File: src/rtl/nibble_serial_adder_ctrl.sv
// Nibble-serial WIDTH-bit adder sequencer around a single 4-bit ripple slice.
// Optional subtract mode is enabled by defining NIBBLE_SERIAL_SUB_EN.

module bit4_full_adder (
   input  logic [3:0] a_i,
   input  logic [3:0] b_i,
   input  logic       cin_i,
   output logic [3:0] sum_o,
   output logic       cout_o
);
   logic [4:0] cy;

   always_comb begin
      cy    = '0;
      sum_o = '0;
      cy[0] = cin_i;
      for (int i = 0; i < 4; i++) begin
         sum_o[i]  = a_i[i] ^ b_i[i] ^ cy[i];
         cy[i + 1] = (a_i[i] & b_i[i]) | (cy[i] & (a_i[i] ^ b_i[i]));
      end
      cout_o = cy[4];
   end
endmodule

module nibble_serial_adder_ctrl #(
   parameter int WIDTH = 16
) (
   input  logic             clk,
   input  logic             rst,
   input  logic             start,
   input  logic [WIDTH-1:0] a,
   input  logic [WIDTH-1:0] b,
   input  logic             cin,
`ifdef NIBBLE_SERIAL_SUB_EN
   input  logic             sub,
`endif
   output logic             busy,
   output logic             done,
   output logic [WIDTH-1:0] sum,
   output logic             c_out
);
   localparam int NIB   = WIDTH / 4;
   localparam int CNT_W = (NIB > 1) ? $clog2(NIB) : 1;
   localparam logic [CNT_W-1:0] LAST = CNT_W'(NIB - 1);

   typedef enum logic [1:0] {S_IDLE, S_RUN, S_DONE} state_t;

   state_t           state_q, state_d;
   logic [WIDTH-1:0] a_sh_q, a_sh_d;
   logic [WIDTH-1:0] b_sh_q, b_sh_d;
   logic             carry_q, carry_d;
   logic [CNT_W-1:0] cnt_q, cnt_d;
   logic [WIDTH-1:0] sum_q, sum_d;
   logic             c_out_q, c_out_d;
   logic             busy_q, busy_d;
   logic             done_q, done_d;

   logic [3:0]       slice_sum;
   logic             slice_cout;
   logic [WIDTH-1:0] slice_ext;
   logic [WIDTH-1:0] b_lat;
   logic             cin_lat;

   // Subtraction reuses the adder: a + ~b + 1.
`ifdef NIBBLE_SERIAL_SUB_EN
   assign b_lat   = sub ? ~b : b;
   assign cin_lat = sub ? 1'b1 : cin;
`else
   assign b_lat   = b;
   assign cin_lat = cin;
`endif

   bit4_full_adder u_slice (
      .a_i    (a_sh_q[3:0]),
      .b_i    (b_sh_q[3:0]),
      .cin_i  (carry_q),
      .sum_o  (slice_sum),
      .cout_o (slice_cout)
   );

   assign slice_ext = WIDTH'(slice_sum);

   always_comb begin
      state_d = state_q;
      a_sh_d  = a_sh_q;
      b_sh_d  = b_sh_q;
      carry_d = carry_q;
      cnt_d   = cnt_q;
      sum_d   = sum_q;
      c_out_d = c_out_q;
      case (state_q)
         S_IDLE, S_DONE: begin
            state_d = S_IDLE;
            if (start) begin
               a_sh_d  = a;
               b_sh_d  = b_lat;
               carry_d = cin_lat;
               cnt_d   = '0;
               state_d = S_RUN;
            end
         end
         S_RUN: begin
            // Each slice result enters at the top; after NIB shifts nibble 0 sits at [3:0].
            sum_d   = (sum_q >> 4) | (slice_ext << (WIDTH - 4));
            a_sh_d  = a_sh_q >> 4;
            b_sh_d  = b_sh_q >> 4;
            carry_d = slice_cout;
            cnt_d   = cnt_q + CNT_W'(1);
            if (cnt_q == LAST) begin
               c_out_d = slice_cout;
               state_d = S_DONE;
            end
         end
         default: state_d = S_IDLE;
      endcase
      busy_d = (state_d == S_RUN);
      done_d = (state_d == S_DONE);
   end

   always_ff @(posedge clk or posedge rst) begin
      if (rst) begin
         state_q <= S_IDLE;
         a_sh_q  <= '0;
         b_sh_q  <= '0;
         carry_q <= 1'b0;
         cnt_q   <= '0;
         sum_q   <= '0;
         c_out_q <= 1'b0;
         busy_q  <= 1'b0;
         done_q  <= 1'b0;
      end else begin
         state_q <= state_d;
         a_sh_q  <= a_sh_d;
         b_sh_q  <= b_sh_d;
         carry_q <= carry_d;
         cnt_q   <= cnt_d;
         sum_q   <= sum_d;
         c_out_q <= c_out_d;
         busy_q  <= busy_d;
         done_q  <= done_d;
      end
   end

   assign busy  = busy_q;
   assign done  = done_q;
   assign sum   = sum_q;
   assign c_out = c_out_q;
endmodule

File: config.mk
export PLATFORM = sky130hd
export DESIGN_NAME = nibble_serial_adder_ctrl
export DESIGN_NICKNAME = d
export VERILOG_FILES = /design/src/rtl/nibble_serial_adder_ctrl.sv
export SDC_FILE = /design/constraint.sdc
export NUM_CORES = 1
export LEC_CHECK = 0
export CAP_MARGIN = 0
export CORE_MARGIN = 4
export CORE_UTILIZATION = 50
export CTS_BUF_LIST = sky130_fd_sc_hd__clkbuf_8 sky130_fd_sc_hd__clkbuf_16
export DETAILED_ROUTE_END_ITERATION = 6
export PLACE_DENSITY_LB_ADDON = 0.3
export SLEW_MARGIN = 20
export SYNTH_ARGS = -nofsm -noshare
export SYNTH_HDL_FRONTEND = slang
export SYNTH_SLANG_ARGS = --single-unit
File: constraint.sdc
create_clock -name clk -period 4 [get_ports clk]
set_clock_uncertainty 0.05 [all_clocks]
set_input_delay 0.8 -clock clk [delete_from_list [all_inputs] [get_ports clk]]
set_output_delay 0.8 -clock clk [all_outputs]
set_load 0.05 [all_outputs]
==> results.json <==
{
  "via_count": 1846,
  "cellLeakagePower_nw": 1.40,
  "avgSynthCellArea_um2": 10.6,
  "p_per_area_nw_per_um2": 856,
  "synthTopCellsByArea": "dfrtp_1, nand2_1, mux2i_1, a211oi_1, a21oi_1",
  "slowest_delay_ns": 0.68,
  "maxSlewHeadroom_pct": 42.2,
  "area_delta_synth_final_pct": 24.3,
  "grt_pass1_wl_mm": 8.65,
  "reg2reg_depth": 8,
  "dpl.cell_count": 349,
  "place.gp.congestion": 0.731,
  "clk_latency_ns": 0.31,
  "multi_input_area_um2": 1010,
  "grt_use_total_pct": 17.6,
  "seq_area_frac_synth_pct": 54.7,
  "initial_core_util_pct": 52.9,
  "crit_fanout": 28,
  "pin_count": 55,
  "grt_max_degree": 42,
  "fmax_mhz": 421,
  "final_nets": 330,
  "fin_crit_sh_pct": 59.4,
  "grt-ovfl-total": 0,
  "synth.distinct_cells": 27,
  "critical_path_class": "input port to flip-flop",
  "cts.repair.resized": 0,
  "cp_cell_sequence": "clkdlybuf4s50_1 > buf_4 > and2b_1 > nor2_8 > a22o_1",
  "hold_start": "sum[2]$_DFFE_PP0P_",
  "holdPathStages": 2,
  "synth_seq_cells": 56,
  "peakVddDrop_mv": 0.411,
  "htreeDepth": 2,
  "dieArea_um2": 6340,
  "hold_end": "sum[2]$_DFFE_PP0P_",
  "rows": 25,
  "final_util_pct": 65.7,
  "syn_area_um2": 2560,
  "post_cts.repair.setup_buffers": 0,
  "final.setup.tns_ns": 0,
  "endpoint_kind": "flip-flop",
  "final_cells": 357,
  "start_kind": "input port",
  "tightest_slew_ns": 0.867,
  "outcome": "finished clean",
  "finalWorstPathRequiredPeriod_ns": 2.37,
  "rrSetupSlack_ns": 1.78,
  "first_iter_violations": 71,
  "maxCapViolations": 0,
  "routed_wl_mm": 5.06,
  "worstPathRequired_ns": 4.16,
  "grt_pass1_vias": 1757,
  "cts.path.max_buffers": 2,
  "totalPowerFinal_mw": 2.73,
  "fp.coreArea_um2": 4850,
  "vias_per_cell": 5.17,
  "setup-violations-final": 0,
  "slew_viol_final": 0,
  "clock_sink_count": 56,
  "hpwl_mm": 3.45,
  "synth_warnings": 0,
  "worstHoldPathType": "flip-flop to flip-flop",
  "dieHeight_um": 79.6,
  "yosys.area.top_type_share_pct": 54.7,
  "hold_viol_final": 0,
  "cts_tree": "done",
  "io_buffer_count": 54,
  "drc": 0,
  "drt_first_pass_iters": 4,
  "antenna_found_initial": 0,
  "clk_root_buffer_cell": "clkbuf_8",
  "rsz0062_at_grt": "false",
  "r2r_end": "sum[15]$_DFFE_PP0P_",
  "diodes": 0,
  "wire_per_inst_um": 14.2,
  "fillers": 398,
  "detail-route-antenna-nets": 0,
  "postSynthCellCount": 242,
  "cts_buffers": 5,
  "cp_slowest_cell": "and2b_1",
  "holdBufCountCts": 0,
  "drive_gt1_share_pct": 5.86,
  "dieWidth_um": 79.6,
  "cts.clk_slew.worst_paths_ns": 0.10,
  "worstReg2RegStart": "a_sh_q[0]$_DFFE_PP0P_",
  "synth_top_area_cell": "dfrtp_1",
  "synth_nets": 283,
  "seq_area_um2": 1400,
  "crit_arrival_ns": 2.53
}
-- critical path: cells and delay by family --
family          cells  cell delay [ns]
compound gates      1             0.21
simple gates        2             0.80
buf+inv             2             0.72
-- synthesized netlist by cell type --
cell type  count
a21oi_1       16
o21ai_0        5
nand2b_1       2
buf_6          5
fa_1           4
inv_1          8
ha_1           1
nor2b_1       12
and2_1         2
nor3_2         1
nor2b_4        1
clkbuf_1       1
nand3_1        1
nor2_8         1
nor2_1        12
o22ai_1       12
buf_4          3
buf_2          8
mux2i_1       13
a22o_1         9
dfrtp_1       56
nand2_1       44
a211oi_1      12
xnor2_1        1
nor3_1        10
a211oi_2       1
and2b_1        1
-- metal layers --
layer | wire, um | track usage, % | vias to the layer above
met5 | 0 | 0 | -
met4 | 57 | 4.64 | 0
met3 | 221 | 4.18 | 7
met2 | 2440 | 27.3 | 38
met1 | 2340 | 24.9 | 882
li1 | - | - | 919
-- report_power, final --
group | switching, mW | internal [mW] | leakage [nW] | total [mW]
clock | 0.186 | 0.142 | 0.0516 | 0.328
sequential | 0.194 | 0.838 | 0.686 | 1.03
combinational | 0.840 | 0.527 | 0.657 | 1.37
-- metrics by stage --
stage / setup WS [ns] / hold WS, ns / cell area (um^2)
2_1_floorplan: 1.78 / 0.415 / 2560
3_3_place_gp: 1.30 / 0.408 / 3090
3_5_place_dp: 1.28 / 0.412 / 3090
4_1_cts: 1.60 / 0.436 / 3180
5_1_grt: 1.50 / 0.457 / 3190
6_report: 1.63 / 0.429 / 3190
-- state kept, by name (all words and copies together) (netlist names) --
register / flops
a_sh_q: 16
b_sh_q: 16
sum: 16
cnt_q: 2
state_q: 2
busy: 1
c_out: 1
carry_q: 1
done: 1
-- layout make-up --
type / instances / area share, %
inverters: 8 / 0.942
clock inverters: 2 / 0.432
repair buffers: 57 / 17.7
clock buffers: 6 / 2.59
well taps: 67 / 2.63
multi-input cells: 161 / 31.8
flip-flops and latches: 56 / 44.0
-- cells by family (layout without fill, tap and decap cells) --
group | after synthesis | after routing | synth area share (%)
AND/OR/NAND/NOR | 87 | 87 | 16.3
flip-flops | 56 | 56 | 54.7
AO/OA/AOI/OAI | 55 | 55 | 14.1
buffers and inverters | 25 | 73 | 5.95
multiplexers | 13 | 13 | 5.08
adder cells (fa/ha/maj) | 5 | 5 | 3.61
XOR/XNOR | 1 | 1 | 0.342
-- worst max path at each step --
stage	depth (start not counted)	to	from
final	5	cnt_q[1]$_DFFE_PP0P_	start
after floorplan	1	a_sh_q[0]$_DFFE_PP0P_	rst
after CTS	3	a_sh_q[10]$_DFFE_PP0P_	state_q[1]$_DFF_PP0_
after global routing	5	b_sh_q[13]$_DFFE_PP0P_	start
after detailed placement	5	a_sh_q[15]$_DFFE_PP0P_	start
after global placement	5	b_sh_q[12]$_DFFE_PP0P_	start
-- placed cells by master, fill, tap and decap left out, drive strengths merged --
cell type and count:
a211oi 13, a21oi 16, a22o 9, and2 2, and2b 1, buf 3, clkbuf 6, clkdlybuf4s50 54
clkinv 1, dfrtp 56, fa 4, ha 1, inv 9, mux2i 13, nand2 44, nand2b 2
nand3 1, nor2 13, nor2b 13, nor3 11, o21ai 5, o22ai 12, xnor2 1
Power figures use the tool's default switching activity.
